**config.mk**
```make
export PLATFORM = sky130hd
export DESIGN_NAME = slot_release_ctrl
export DESIGN_NICKNAME = d
export VERILOG_FILES = /design/src/rtl/slot_release_ctrl.sv
export SDC_FILE = /design/constraint.sdc
export NUM_CORES = 1
export LEC_CHECK = 0
export BUFFER_PORTS_ARGS = -buffer_cell sky130_fd_sc_hd__buf_4
export CAP_MARGIN = 40
export CORE_MARGIN = 4
export CORE_UTILIZATION = 30
export DETAILED_ROUTE_END_ITERATION = 6
export GPL_ROUTABILITY_DRIVEN = 0
export SLEW_MARGIN = 20
export SYNTH_ARGS = -nofsm -noshare
export SYNTH_HDL_FRONTEND = slang
export SYNTH_SLANG_ARGS = --single-unit
export TNS_END_PERCENT = 1
```
**constraint.sdc**
```tcl
create_clock -name clk -period 3.72 [get_ports clk]
set_input_delay 0.744 -clock clk [delete_from_list [all_inputs] [get_ports clk]]
set_output_delay 0.744 -clock clk [all_outputs]
set_load 0.01 [all_outputs]
```
**src/rtl/slot_release_ctrl.sv**
```systemverilog
// rtl/slot_release_ctrl.sv - exit-side slot release: occupancy bitmap, password/slot checks, timed exit gate
// Optional SLOT_EXIT_STATS_EN adds saturating exit_count / err_count outputs.
module slot_release_ctrl #(
    parameter int N           = 16,
    parameter int GATE_CYCLES = 8,
    localparam int FW         = $clog2(N) + 1
) (
    input  logic          clk,
    input  logic          rst,
    input  logic          exit_req,
    output logic          exit_ready,
    input  logic          pwd_flag,
    input  logic [FW-1:0] flat_number,
    input  logic          occ_set,
    input  logic [FW-1:0] occ_set_idx,
    output logic          gate_open,
    output logic          exit_done,
    output logic          exit_ok,
    output logic [1:0]    exit_err,
    output logic [N:0]    occupancy,
    output logic [FW:0]   free_count
`ifdef SLOT_EXIT_STATS_EN
    ,
    output logic [15:0]   exit_count,
    output logic [7:0]    err_count
`endif
);

    localparam int CW = (GATE_CYCLES > 1) ? $clog2(GATE_CYCLES + 1) : 1;
    localparam logic [FW-1:0] N_IDX = FW'(N);
    localparam logic [FW:0]   SLOTS = (FW + 1)'(N + 1);

    localparam logic [1:0] ERR_NONE  = 2'b00;
    localparam logic [1:0] ERR_PWD   = 2'b01;
    localparam logic [1:0] ERR_EMPTY = 2'b10;
    localparam logic [1:0] ERR_RANGE = 2'b11;

    typedef enum logic [1:0] {
        IDLE  = 2'd0,
        CHECK = 2'd1,
        OPEN  = 2'd2,
        DONE  = 2'd3
    } state_t;

    state_t        state_q, state_nxt;
    logic [FW-1:0] flat_q;
    logic          pwd_q;
    logic [CW-1:0] cnt_q, cnt_nxt;
    logic [N:0]    occ_q, occ_nxt;
    logic [FW:0]   free_q;
    logic [1:0]    res_err_q;
    logic [1:0]    chk_err;
    logic [1:0]    done_err;
    logic          gate_q, done_q, ok_q;
    logic [1:0]    err_q;

    function automatic logic [FW:0] count_ones(input logic [N:0] v);
        logic [FW:0] c;
        c = '0;
        for (int k = 0; k <= N; k++) begin
            c = c + {{FW{1'b0}}, v[k]};
        end
        return c;
    endfunction

    // Check priority: range first so the bitmap is never indexed out of bounds.
    always_comb begin
        chk_err = ERR_NONE;
        if (flat_q > N_IDX) begin
            chk_err = ERR_RANGE;
        end else if (!pwd_q) begin
            chk_err = ERR_PWD;
        end else if (!occ_q[flat_q]) begin
            chk_err = ERR_EMPTY;
        end
    end

    always_comb begin
        state_nxt = state_q;
        cnt_nxt   = cnt_q;
        case (state_q)
            IDLE: begin
                if (exit_req) begin
                    state_nxt = CHECK;
                end
            end
            CHECK: begin
                if (chk_err != ERR_NONE) begin
                    state_nxt = DONE;
                end else begin
                    state_nxt = OPEN;
                    cnt_nxt   = CW'(GATE_CYCLES - 1);
                end
            end
            OPEN: begin
                if (cnt_q == '0) begin
                    state_nxt = DONE;
                end else begin
                    cnt_nxt = cnt_q - 1'b1;
                end
            end
            DONE: begin
                state_nxt = IDLE;
            end
            default: begin
                state_nxt = IDLE;
            end
        endcase
    end

    // A same-cycle set from the entry path overrides the release clear.
    always_comb begin
        occ_nxt = occ_q;
        if (state_q == CHECK && chk_err == ERR_NONE) begin
            occ_nxt[flat_q] = 1'b0;
        end
        if (occ_set && occ_set_idx <= N_IDX) begin
            occ_nxt[occ_set_idx] = 1'b1;
        end
    end

    assign done_err = (state_q == CHECK) ? chk_err : res_err_q;

    always_ff @(posedge clk) begin
        if (rst) begin
            state_q <= IDLE;
        end else begin
            state_q <= state_nxt;
        end
    end

    always_ff @(posedge clk) begin
        if (rst) begin
            flat_q    <= '0;
            pwd_q     <= 1'b0;
            cnt_q     <= '0;
            occ_q     <= '0;
            free_q    <= SLOTS;
            res_err_q <= ERR_NONE;
            gate_q    <= 1'b0;
            done_q    <= 1'b0;
            ok_q      <= 1'b0;
            err_q     <= ERR_NONE;
        end else begin
            if (state_q == IDLE && exit_req) begin
                flat_q <= flat_number;
                pwd_q  <= pwd_flag;
            end
            if (state_q == CHECK) begin
                res_err_q <= chk_err;
            end
            cnt_q  <= cnt_nxt;
            occ_q  <= occ_nxt;
            free_q <= SLOTS - count_ones(occ_q);
            gate_q <= (state_nxt == OPEN);
            done_q <= (state_nxt == DONE);
            if (state_nxt == DONE) begin
                ok_q  <= (done_err == ERR_NONE);
                err_q <= done_err;
            end
        end
    end

`ifdef SLOT_EXIT_STATS_EN
    always_ff @(posedge clk) begin
        if (rst) begin
            exit_count <= '0;
            err_count  <= '0;
        end else if (state_nxt == DONE) begin
            if (done_err == ERR_NONE) begin
                if (exit_count != 16'hFFFF) begin
                    exit_count <= exit_count + 16'd1;
                end
            end else if (err_count != 8'hFF) begin
                err_count <= err_count + 8'd1;
            end
        end
    end
`endif

    assign exit_ready = (state_q == IDLE);
    assign gate_open  = gate_q;
    assign exit_done  = done_q;
    assign exit_ok    = ok_q;
    assign exit_err   = err_q;
    assign occupancy  = occ_q;
    assign free_count = free_q;

endmodule
```
=== After elaboration in Yosys (flattened, before gate mapping) ===
Index checks and enable logic that the tools add are counted.

* Register bits: 42
* Latch bits: 0
* RAM bits: 0
* ROM bits: 0
* Output and inout bits: 29
* Memories: 0

* Add/sub/neg operators: 18
* $mul: 0
* Divide/modulo/power cells: 0
* $lt $le $gt $ge: 6
* Equal/unequal tests: 7
* Shifts and indexed selects: 0
* Multiplexer cells: 19
* Bitwise operators: 3
* Reductions and logical operators: 12

{| class="wikitable"
|+ Operator list
! cell !! number
|-
| 6-bit by 1-bit adder with 6-bit output || 11
|-
| 17-bit two-way mux || 2
|-
| 17-bit AND || 1
|-
| 17-bit inverter || 1
|-
| 17-bit bitwise OR || 1
|-
| 5-bit by 6-bit less-than comparator with 1-bit output, second input constant || 2
|-
| 2-bit two-way mux || 6
|-
| 1-bit demux with 5-bit select || 2
|-
| 5-bit by 1-bit >= comparator with 1-bit output, second input constant || 2
|-
| 2-bit == test, second input constant || 4
|-
| 4-bit two-way mux || 2
|-
| 2-bit one-hot mux with 4 select lines || 1
|-
| 4-bit one-hot mux with 2 select lines || 1
|-
| 5-bit by 1-bit adder with 6-bit output || 1
|-
| 2-bit logical NOT || 3
|-
| 5-bit by 6-bit subtractor with 6-bit output, first input constant || 1
|-
| 4-bit by 1-bit adder with 5-bit output || 1
|-
| 1-bit binary-select mux with 5-bit select || 1
|-
| 5-bit greater-than comparator, second input constant || 1
|-
| 5-bit less-or-equal comparator, second input constant || 1
|-
| 1-bit logical AND || 5
|-
| 3-bit by 1-bit adder with 4-bit output || 1
|-
| 4-bit logical NOT || 1
|-
| 1-bit two-way mux || 4
|-
| other kinds (7) || 9
|}

=== Logic depth before layout (Yosys ltp) ===
Gate-level depths: netlist of the first run.

* Depth in word-level cells: 17
* Depth in mapped cells: 14
* Gate-level depth less buffers: 14

=== Worst setup path before layout of the first run ===
OpenSTA, ideal clock, no wires.

* Kind: reg-to-reg
* Start: register occ_q[4], in the netlist occupancy[4]
* End: register free_q[4], in the netlist free_count[4]
* Library setup time: 129 ps
* Data arrival time: 3664 ps
* Required time: 3591 ps
* Slack: -74 ps
* Stages on the path, launching flop included: 14
* Period minus slack after synthesis: 3794 ps
* Cells stage by stage: dfxtp_1 -> inv_1 -> fa_1 -> ha_1 -> inv_1 -> fa_1 -> fa_1 -> fa_1 -> inv_1 -> ha_1 -> ha_1 -> fa_1 -> xnor2_1 -> nand2_1

* Cells in the longest elaborated chain, start to end: 14

{| class="wikitable"
|+ RTL lines
! item !! line !! text
|-
| start: declaration || 49 || <nowiki>logic [N:0] occ_q, occ_nxt;</nowiki>
|-
| start signal: assignment || 153 || <nowiki>occ_q <= occ_nxt;</nowiki>
|-
| 4-bit by 1-bit adder with 5-bit output || 61 || <nowiki>c = c + {{FW{1'b0}}, v[k]};</nowiki>
|-
| 5-bit by 1-bit adder with 6-bit output || 61 ||
|-
| 6-bit by 1-bit adder with 6-bit output (11 in series) || 61 ||
|-
| 5-bit by 6-bit subtractor with 6-bit output || 154 || <nowiki>free_q <= SLOTS - count_ones(occ_q);</nowiki>
|-
| end signal: assignment || 154 ||
|-
| end: declaration || 50 || <nowiki>logic [FW:0] free_q;</nowiki>
|}

Every way passes these cells.
A chain may end at the register's enable or synchronous reset.

=== Final worst setup path of the first run ===
* Start: register occ_q[1], in the netlist occupancy[1]
* End: register free_q[3], in the netlist free_count[3]

* Cells in the longest elaborated chain, start to end: 17

{| class="wikitable"
|+ RTL lines
! item !! line
|-
| 1-bit by 1-bit adder with 2-bit output || 61
|-
| 2-bit by 1-bit adder with 3-bit output || 61
|-
| 3-bit by 1-bit adder with 4-bit output || 61
|-
| 4-bit by 1-bit adder with 5-bit output || 61
|-
| 5-bit by 1-bit adder with 6-bit output || 61
|-
| 6-bit by 1-bit adder with 6-bit output (11 in series) || 61
|-
| 5-bit by 6-bit subtractor with 6-bit output || 154
|}

Every way passes these cells.

==> reports/metrics.sh, run 1 <==
PATH_COMMON_CELL='fa_1'
AVGSYNTHCELLAREA_SQ_UM=9.37
AVGVIACOUNTPERCELL=5.19
WORSTPATHCELLLIST='inv_2, fa_1, ha_1, inv_1, fa_1, fa_1, fa_1, inv_1, ha_1, ha_2, fa_2, nor2b_1'
HTREE_NUM_LEVELS=2
TRITONCTS='built'
TIMING.REG2REG.WORST_PATH_DEPTH=12
WIRELENGTH_UM=7070
SYN_INST=291
PLACE_INST=443
FILLERS=895
AREA_DELTA_SYNTH_FINAL_PCT=22.6
ANTENNA_LEFT=0
CTS_NUM_SINKS=42
POWER_DENSITY_nW_PER_UM2=497
HOLD_WS_PS=480
CRIT-REG2REG-LAUNCH='occupancy[1]'
FP.DIEW_UM=103
DETAIL_ROUTE.DRC_VIOLATIONS=0
R2R-END='free_count[3]'
HOLD_VIOL_FINAL=0
BUFFER_DEPTH_OF_THE_LONGEST_CLOCK_PATH=2
FINAL_LAYOUT_SIZE_SUFFIX_GT1_SHARE_PCT=27.7
CRITPATHMAXFANOUT=2
FINALNONFILLERCELLS=451
FIRST_GLOBAL_VIAS=2246
P_TOTAL_W=0.00166
YOSYS_MOST_USED_DFF='dfxtp_1'
WL_PER_CELL_UM=15.7
BUFFER_PORTS.INSERTED=43
OVERFLOW=0
SYN_AREA_SQ_UM=2730
DIE-AREA_SQ_UM=10700
SYNTH_FP_NETS=337
CRIT_FAMILY='adder cells'
POSTCTSSETUPBUFFERS=0
WORST-PATH-BUF-INV=3
OUTCOME='complete, no violations'
DIODES=0
YOSYSUNIQUECELLTYPES=57
POSTSYNTHREGISTERBITS=42
CORE.ROWCOUNT=34
STD_CELL_CORE_AREA_SQ_UM=8760
SYNTH-SEQ-AREA-SHARE_PCT=30.8
DRT_ITER0_MARKERS=142
P_LEAK_nW=1.41
MAX_SLEW.WORST_PIN.SLEW_PS=682
TIMING.HOLD.WORST.CLASS='flip-flop to flip-flop'
TIMING.FINAL.CRIT_SHARE_PCT=98.4
GRT_UTIL_ALL_LAYERS_PCT=13.8
WORSTHOLDENDPOINT='exit_ok'
FMAX_MHz=273
PLACE_HPWL_UM=5530
POST_SYNTH_EDFFS=0
FLOORPLAN.INITIALDENSITY_PCT=31.1
MIN_PERIOD_PS=3660
CLOCK_INSERTION_DELAY_WORST_SKEW_PS=300
CRIT_PATH_LAUNCH_TYPE='flip-flop'
GRT_FIRST_PASS_WIRELENGTH_UM=11400
TIMING.HOLD.WORST.START='exit_ok'
NNETSFINAL=388
CRITPATHKIND='flip-flop to flip-flop'
TIMING.FINAL.MAX_SLEW_VIOLATIONS=0
CRITICAL-PATH-SLOWEST-CELL='fa_1'
IOS=44
ANTENNA_FOUND_INITIAL=0
DIEHEIGHT_UM=103
WORST-ENDPOINT-REQUIRED_PS=3970
FINALCLOCKSKEW_PS=12.2
UNREPAIRED_SETUP_ENDPOINTS_AFTER_GLOBAL_ROUTING='true'
CLOCK_TREE.ROOT_CELL='clkbuf_8'
MAX-SLEW-MARGIN-REL_PCT=54.4
FIN_TNS_SETUP_PS=0
CLKTRANSATPATHREGS_PS=90
FIRST_PASS_ITERS=4
VIAS=2342
CP_SLOWEST_STAGE_DELAY_PS=540
PLACE_WS_PS=-78.4
CTS_BUFFERS=5
IR_DROP_uV=420
HOLD_PATH_DEPTH=2
WORST-ENDPOINT-ARRIVAL_PS=3910
FINALSETUPVIOLCOUNT=0
SYNTH_ASYNC_SR_FLOP_SHARE_PCT=0
END_KIND='flip-flop'
REG2REG_SETUP_SLACK_PS=60
MAXCAPVIOLATIONS=0
PIN_COUNT_OF_THE_BIGGEST_NET_ENTERING_GLOBAL_ROUTING=27
YS_WARN_COUNT=0
POSTLAYOUTSETUPSLACKWORST_PS=58.2
## synthesized netlist by cell type (2+ instances only)
cell type	n	area share [%]
dfxtp_1	42	31
inv_1	39	5.4
ha_1	20	9.2
nand2_1	19	2.6
a32o_1	15	5.5
a21oi_1	13	2.4
nand3_1	13	2.4
nor2_1	12	1.7
fa_1	11	8.1
or4_1	10	2.8
clkbuf_1	7	0.96
nor2b_1	7	1.6
and3_1	6	1.4
nor3_1	6	1.1
o21ai_0	5	0.92
buf_2	4	0.73
nand2b_1	4	0.92
nand4_1	4	0.92
o31ai_1	4	1.1
a21o_1	3	0.83
buf_6	3	1.2
nor4_1	3	0.69
buf_1	2	0.28
mux2_1	2	0.83
mux2_2	2	0.83
mux4_2	2	1.7
nand3b_1	2	0.55
nor3b_1	2	0.55
## cell families (layout without fill, tap and decap cells)
logic type	Yosys count	in the layout	synth area share, %
fa+ha+maj	31	31	17.2
flops	42	42	30.8
buf+inv	55	107	8.58
xor+xnor	2	2	0.642
simple gates	97	97	19.8
compound gates	56	56	18.3
mux	8	8	4.63
## how the worst max path moves through the flow
stage                 startpoint            end  slack [ps]  depth (start not counted)
floorplan           occupancy[4]  free_count[4]          20                         13
global placement    occupancy[4]  free_count[4]         -20                         13
detailed placement  occupancy[1]  free_count[4]         -80                         13
CTS                 occupancy[1]  free_count[3]          20                         12
global route        occupancy[1]  free_count[4]         -90                         13
finish              occupancy[1]  free_count[3]          60                         12
## per-layer routing
layer / wire length [um] / part of all wire (%) / GRT usage, %
met1: 3330 / 47 / 18.8
met2: 3310 / 47 / 22.5
met3: 333 / 4.7 / 2.55
met4: 87 / 1.2 / 3.88
met5: 0 / 0 / 0
## area by class of cell
class,count,area (sq um),area share [%]
clock buffer,7,86.3,2.58
inverter,39,146,4.38
sequential,42,846,25.3
multi-input combinational,194,1670,50.1
timing repair buffer,60,450,13.5
clock inverter,1,5.00,0.150
tap,108,135,4.04
## where the power goes
| part | switching, W | leakage, nW | internal (W) | total [W] |
|---|---|---|---|---|
| clock network | 0.000163 | 0.0482 | 0.000150 | 0.000313 |
| registers | 0.0000770 | 0.344 | 0.000537 | 0.000614 |
| logic | 0.000401 | 1.02 | 0.000332 | 0.000733 |
## registers in the layout (all words and copies together) (netlist names)
register / count
exit_done: 1
free_count: 6
state_q: 2
gate_open: 1
exit_err: 2
cnt_q: 4
exit_ok: 1
pwd_q: 1
flat_q: 5
res_err_q: 2
occupancy: 17
## through the flow
stage          cell area, sq um  util [%]
2_1_floorplan              2730         -
3_3_place_gp               3230      36.9
3_5_place_dp               3230      36.9
4_1_cts                    3330      38.0
5_1_grt                    3340      38.1
6_report                   3340      38.1
## placed cells by master (no fill, tap or decap), drive strengths merged, types with 6 or more instances in the layout
master and count:
ha 20, buf 60, and3 6, fa 11, dfxtp 42, inv 39, nand2 20, nor2b 7
clkbuf 7, or4 10, nor3 6, a32o 15, a21oi 13, nand3 13, nor2 13
## worst reg2reg max path: stages, from the launching register on
cell and delay [ps]:
dfxtp_2 340, inv_2 40, fa_1 540, ha_1 140, inv_1 50, fa_1 510, fa_1 430, fa_1 520
inv_1 40, ha_1 190, ha_2 180, fa_2 510, nor2b_1 110
## what timing repair did
action,4_1_cts,5_1_grt
gates resized for setup,2,6
setup endpoints to repair,3,3
pin swaps,4,5
hold buffers,0,0
gates cloned,0,0
Note: power is estimated with default switching activity, not from simulation.
==> run 2, diff against run 1 <==
Settings changed: BUFFER_PORTS_ARGS -buffer_cell sky130_fd_sc_hd__buf_4 to default, DONT_BUFFER_PORTS from default to 1.
==> run 2 against run 1 <==
Compared with the run above: sequential share of layout area is 2.5 points higher; die area is the same; largest power group unchanged; critical path depth up 2; final area is 8.8% lower; highest routed layer unchanged; worst setup slack lost 16 ps; via count down 6.4%; power fell by 5.1%.
==> reports/metrics.sh, run 2 (synthesis gave the netlist of run 1 again) <==
FIRST_GLOBAL_VIAS=2098  # -6.6%
WORST-ENDPOINT-REQUIRED_PS=3920  # -50 ps
P_INT_W=0.000960  # -5.8%
MAX-SLEW-MARGIN-REL_PCT=51.7  # -2.8 points
DETAILED_PLACE.AREA_SQ_UM=2910  # -10%
DRT_ITER0_MARKERS=147  # +3.5%
RELATIVE_CONTRIBUTION_OF_SEQUENTIAL_CELLS_TO_TOTAL_POWER_PCT=40.5  # +3.5 points
FLOORPLAN.INITIALDENSITY_PCT=31.1  # unchanged
WORST-ENDPOINT-ARRIVAL_PS=3870  # -40 ps
DETAIL_ROUTE.DRC_VIOLATIONS=0  # unchanged
CLKTRANSATPATHREGS_PS=80  # about the same
POWER.NET_SWITCHING_W=0.000615  # -3.9%
TIMING.FINAL.CRIT_SHARE_PCT=98.9  # +0.44 points
FIRST_PASS_ITERS=4  # unchanged
IOS=44  # unchanged
IR_DROP_uV=478  # +14%
LARGEST_REG_FLOPS=17  # unchanged
AVGVIACOUNTPERCELL=5.40  # +4.0%
DIEHEIGHT_UM=103  # unchanged
GRT_FIRST_PASS_WIRELENGTH_UM=11400  # -0.18%
WL_PER_CELL_UM=17.2  # +10%
TIMING.HOLD.WORST.CLASS='flip-flop to flip-flop'
POSTLAYOUTSETUPSLACKWORST_PS=41.8  # -16.4 ps
PIN_COUNT_OF_THE_BIGGEST_NET_ENTERING_GLOBAL_ROUTING=27  # unchanged
STD_CELL_CORE_AREA_SQ_UM=8760  # unchanged
FINALCLOCKSKEW_PS=5.23  # -6.94 ps
OUTCOME='complete, no violations'
TIMING.FINAL.MAX_SLEW_VIOLATIONS=0  # unchanged
CRITPATHMAXFANOUT=2  # unchanged
CLOCK_TREE.ROOT_CELL='clkbuf_8'
POWER_FRAC_COMB_PCT=40.7  # -3.5 points
NNETSFINAL=345  # -11%
FILLERS=891  # -0.45%
MIN_PERIOD_PS=3680  # +16.4 ps
BUFFER_DEPTH_OF_THE_LONGEST_CLOCK_PATH=2  # unchanged
CTS_BUFFERS=5  # unchanged
MAXCAPVIOLATIONS=0  # unchanged
CORE.ROWCOUNT=34  # unchanged
CRIT_PATH_LAUNCH_TYPE='flip-flop'
FINAL_CELL_MIX='dfxtp_1, inv_1, nand2_1, buf_4'
FINALSETUPVIOLCOUNT=0  # unchanged
BUFFER_PORTS.INSERTED=0  # -100%
POWER_SWITCHING_SHARE_PCT=39.1  # +0.48 points
P_LEAK_nW=1.18  # -16%
MAX_SLEW.WORST_PIN.SLEW_PS=724  # +42.0 ps
ANTENNA_LEFT=0  # unchanged
CLOCK_INSERTION_DELAY_WORST_SKEW_PS=300  # about the same
MOSTFREQUENTLAYOUTCELL='dfxtp_1'
POSTCTSSETUPBUFFERS=0  # unchanged
TRITONCTS='built'
PWR-SHARE-CLK_PCT=18.8  # about the same
POWER_DENSITY_nW_PER_UM2=516  # +4.0%
WIRELENGTH_UM=7000  # -1.0%
FMAX_MHz=272  # -0.45%
PLACE_WS_PS=-125  # -46.9 ps
UNREPAIRED_SETUP_ENDPOINTS_AFTER_GLOBAL_ROUTING='true'
GRT_UTIL_ALL_LAYERS_PCT=14.0  # +0.15 points
PLACE_HPWL_UM=5450  # -1.5%
CTS_NUM_SINKS=42  # unchanged
AREA_DELTA_SYNTH_FINAL_PCT=11.8
FP.DIEW_UM=103  # unchanged
HTREE_NUM_LEVELS=2  # unchanged
CTS_HOLD_REPAIR.BUFFERS=0  # unchanged
ANTENNA_FOUND_INITIAL=0  # unchanged
FINAL_LAYOUT_SIZE_SUFFIX_GT1_SHARE_PCT=19.5  # -8.2 points
OVERFLOW=0  # unchanged
HOLD_VIOL_FINAL=0  # unchanged
DESIGN_AREA_SQ_UM=3050  # -8.8%
DIODES=0  # unchanged
DIE-AREA_SQ_UM=10700  # unchanged
CRITPATHKIND='flip-flop to flip-flop'
VIAS=2193  # -6.4%
END_KIND='flip-flop'
[run 2: cell count changes in the layout (fill, tap and decap cells not counted)]
cell	before	now
inv_1	37	35
inv_2	2	4
a21oi_1	12	13
clkbuf_1	1	0
nor2b_1	7	6
dfxtp_1	38	36
clkinv_2	1	0
a21oi_2	1	0
dfxtp_2	4	6
buf_4	60	17
nor2b_2	0	1
ha_1	18	15
ha_4	0	3
[run 2: worst paths after layout]
kind / start / endpoint / slack (ps) / cells after the start
setup / recovery: occupancy[6] / free_count[5] / 40 / 14
hold reg to reg: cnt_q[0] / cnt_q[0] / 500 / 2
hold / removal: cnt_q[0] / cnt_q[0] / 500 / 2
setup reg to reg: occupancy[6] / free_count[5] / 40 / 14
[run 2: power by group through the flow]
| stage | Sequential (W) | Combinational (W) | Clock [W] |
|---|---|---|---|
| finish | 0.000638 | 0.000641 | 0.000296 |
| floorplan | 0.000603 | 0.000538 | 0 |
| global route | 0.000653 | 0.000721 | 0.000326 |
| detailed placement | 0.000647 | 0.000610 | 0 |
| CTS | 0.000638 | 0.000638 | 0.000308 |
| global placement | 0.000646 | 0.000593 | 0 |
[run 2: metal layers]
layer	routed length, um	vias up	track usage, %
met5	0	-	0
met4	117	0	4.28
met3	508	12	3.69
met2	3260	79	22.2
met1	3110	1041	18.6
li1	-	1061	-
[run 2: layout make-up]
cell class | count | area [sq um] | area share [%]
Clock buffer | 6 | 82.6 | 2.71
Inverter | 39 | 146 | 4.80
Multi-Input combinational cell | 194 | 1710 | 56.1
Sequential cell | 42 | 848 | 27.8
Tap cell | 108 | 135 | 4.43
Timing Repair Buffer | 17 | 128 | 4.18
[run 2: repair_timing]
item	4_1_cts	5_1_grt
setup endpoints to repair	3	3
pin swaps	11	4
gates resized for setup	14	2
[run 2: critical path: stages (launching register included)]
cell and delay (ps):
dfxtp_2 340, inv_2 40, fa_1 410, inv_1 100, ha_4 200, fa_1 390, ha_1 280, inv_1 50
fa_1 430, fa_1 470, ha_1 300, a21o_1 150, a21oi_1 160, xor2_1 190, nor2_1 60
[run 2: stage by stage]
stage	hold WS, ps	power, W	utilization [%]	TNS (ps)	std cells
after global routing	492	0.00170	34.8	-237	406
after CTS	495	0.00158	34.8	-58.1	406
after detailed placement	488	0.00126	33.2	-145	400
after floorplan	463	0.00114	-	0	291
after global placement	474	0.00124	33.2	-46.2	400
final	502	0.00158	34.8	0	406
==> run 3, diff against run 2 <==
Clock period 3.72 ns to 4.4 ns, I/O delays scaled along.
==> run 3 against run 2 <==
Compared with the run above: clock power grew 7.4%; fmax shrank 8.3%; register-to-register slack gained 350 ps; worst hold slack lost 6.8 ps; critical path depth shrank 1; global-route usage shrank 0.58 points; via count shrank 4.7%; power shrank 13%; clock skew shrank 1.6 ps; largest cell class unchanged; largest power group is now registers.
==> reports/metrics.sh, run 3 (synthesis gave the netlist of run 1 again) <==
HOLD_PATH_DEPTH=2  # unchanged
TIMING.REG2REG.WORST_PATH_DEPTH=13  # -1
CLOCK_TREE.ROOT_CELL='clkbuf_8'
CRITPATHKIND='flip-flop to flip-flop'
DESIGN_AREA_SQ_UM=2900  # -5.0%
WORSTPATHCELLLIST='inv_1, fa_1, ha_1, inv_1, fa_1, fa_1, fa_1, inv_1, ha_1, ha_1, fa_1, xnor2_1, nand2_1'
GRT_UTIL_ALL_LAYERS_PCT=13.4  # -0.58 points
OUTCOME='complete, no violations'
NNETSFINAL=329  # -4.6%
MOSTFREQUENTLAYOUTCELL='dfxtp_1'
FLOORPLAN.INITIALDENSITY_PCT=31.1  # unchanged
CLKTRANSATPATHREGS_PS=90  # about the same
CRIT_FAMILY='adder cells'
PLACE_INST=384  # -4.0%
PATH_COMMON_CELL='fa_1'
HOLD_VIOL_FINAL=0  # unchanged
FIRST_GLOBAL_VIAS=2024  # -3.5%
WL_PER_CELL_UM=17.3  # +0.40%
CRITPATHMAXFANOUT=4  # +2
DETAIL_ROUTE.DRC_VIOLATIONS=0  # unchanged
CORE.ROWCOUNT=34  # unchanged
CTS_BUFFERS=5  # unchanged
P_LEAK_nW=1.11  # -6.3%
AVGVIACOUNTPERCELL=5.33  # -1.2%
POSTCTSSETUPBUFFERS=0  # unchanged
FINAL_LAYOUT_SIZE_SUFFIX_GT1_SHARE_PCT=8.80  # -11 points
UNREPAIRED_SETUP_ENDPOINTS_AFTER_GLOBAL_ROUTING='false'
POSTLAYOUTSETUPSLACKWORST_PS=391  # +349 ps
REG2REG_SETUP_SLACK_PS=390  # +350 ps
MIN_PERIOD_PS=4010  # +331 ps
POSTLAYOUTCOREUTIL_PCT=33.1  # -1.8 points
WORST-PATH-STAGES=13  # -1
TIMING.HOLD.WORST.CLASS='flip-flop to flip-flop'
CTS_NUM_SINKS=42  # unchanged
VIAS=2091  # -4.7%
ANTENNA_FOUND_INITIAL=0  # unchanged
CRIT_PATH_LAUNCH_TYPE='flip-flop'
STD_CELL_CORE_AREA_SQ_UM=8760  # unchanged
CTS_HOLD_REPAIR.BUFFERS=0  # unchanged
ANTENNA_LEFT=0  # unchanged
IOS=44  # unchanged
CTS-RESIZED-GATES=0  # -14
MAX-SLEW-MARGIN-REL_PCT=52.5  # +0.81 points
TRITONCTS='built'
OVERFLOW=0  # unchanged
CP_SLOWEST_STAGE_DELAY_PS=550  # +80 ps
POWER_DENSITY_nW_PER_UM2=473  # -8.4%
END_KIND='flip-flop'
MAX_SLEW.WORST_PIN.SLEW_PS=712  # -12.1 ps
AREA_DELTA_SYNTH_FINAL_PCT=6.19
PIN_COUNT_OF_THE_BIGGEST_NET_ENTERING_GLOBAL_ROUTING=27  # unchanged
TIMING.FINAL.CRIT_SHARE_PCT=91.1  # -7.8 points
MAXCAPVIOLATIONS=0  # unchanged
DIEHEIGHT_UM=103  # unchanged
DRT_ITER0_MARKERS=158  # +7.5%
PLACE_WS_PS=360  # +486 ps
FMAX_MHz=249  # -8.3%
HTREE_NUM_LEVELS=2  # unchanged
WORST-ENDPOINT-ARRIVAL_PS=4180  # +310 ps
DETAILED_PLACE.AREA_SQ_UM=2780  # -4.3%
CLOCK_INSERTION_DELAY_WORST_SKEW_PS=310  # about the same
DIODES=0  # unchanged
FINAL_CELL_MIX='dfxtp_1, inv_1, ha_1, nand2_1, a32o_1'
TIMING.FINAL.MAX_SLEW_VIOLATIONS=0  # unchanged
PLACE_HPWL_UM=5160  # -5.2%
FP.DIEW_UM=103  # unchanged
BUFFER_DEPTH_OF_THE_LONGEST_CLOCK_PATH=2  # unchanged
FINALSETUPVIOLCOUNT=0  # unchanged
WORST-ENDPOINT-REQUIRED_PS=4570  # +650 ps
CRIT-REG2REG-LAUNCH='occupancy[4]'
WIRELENGTH_UM=6780  # -3.1%
CRITICAL-PATH-SLOWEST-CELL='fa_1'
IR_DROP_uV=304  # -36%
DIE-AREA_SQ_UM=10700  # unchanged
GRT_FIRST_PASS_WIRELENGTH_UM=10900  # -4.7%
FIRST_PASS_ITERS=4  # unchanged
FIN_TNS_SETUP_PS=0  # unchanged
WORST-PATH-BUF-INV=3  # unchanged
TIMING.HOLD.WORST.START='cnt_q[0]'
LARGEST_REG_FLOPS=17  # unchanged
R2R-END='free_count[4]'
WORSTHOLDENDPOINT='cnt_q[0]'
BUFFER_PORTS.INSERTED=0  # unchanged
FINALNONFILLERCELLS=392  # -3.4%
FINALCLOCKSKEW_PS=3.60  # -1.62 ps
run 3: cell count changes in the layout (fill, tap and decap cells not counted), moves of 2 or more:
cell	change
fa_1	+2
ha_2	-2
dfxtp_2	-6
clkinvlp_4	+2
buf_4	-16
ha_4	-3
fa_2	-2
ha_1	+5
dfxtp_1	+6
inv_2	-4
inv_1	+4
run 3: where the power goes:
group          internal [W]  total, W  switching [W]
logic              0.000216  0.000509       0.000293
registers          0.000454  0.000543      0.0000889
clock network      0.000169  0.000318       0.000149
run 3: worst max path at each step:
stage	slack, ps	to	start
6_report	390	free_count[4]	occupancy[4]
5_1_grt	150	free_count[4]	occupancy[4]
4_1_cts	350	free_count[4]	occupancy[4]
3_5_place_dp	360	free_count[4]	occupancy[4]
3_3_place_gp	430	free_count[4]	occupancy[4]
2_1_floorplan	610	free_count[4]	occupancy[4]
run 3: worst reg2reg max path, stage by stage, from the launching register on:
cell     delay (ps)
dfxtp_1         440
inv_1            90
fa_1            550
ha_1            140
inv_1            50
fa_1            490
fa_1            530
fa_1            550
inv_1            40
ha_1            190
ha_1            210
fa_1            390
xnor2_1         150
nand2_1          60
run 3: area by class of cell:
class	instances	area (sq um)
fillers	902	5870
flip-flops and latches	42	841
multi-input cells	194	1650
inverters	39	146
well taps	108	135
clock buffers	5	68.8
clock inverters	3	45.0
repair buffers	1	7.51
run 3: per-layer routing:
metal | vias up | share of wire [%] | wire length, um | global-route usage, %
met2 | 59 | 45 | 3080 | 20.3
met3 | 8 | 6.0 | 410 | 4.43
met1 | 990 | 47 | 3210 | 18.5
li1 | 1034 | - | - | -
met5 | - | 0 | 0 | 0
met4 | 0 | 1.2 | 80 | 2.99
run 3: stage by stage:
| step | power [W] | hold slack [ps] |
|---|---|---|
| 4_1_cts | 0.00138 | 500 |
| 5_1_grt | 0.00148 | 530 |
| 3_3_place_gp | 0.00105 | 471 |
| 3_5_place_dp | 0.00106 | 483 |
| 2_1_floorplan | 0.000965 | 463 |
| 6_report | 0.00137 | 495 |
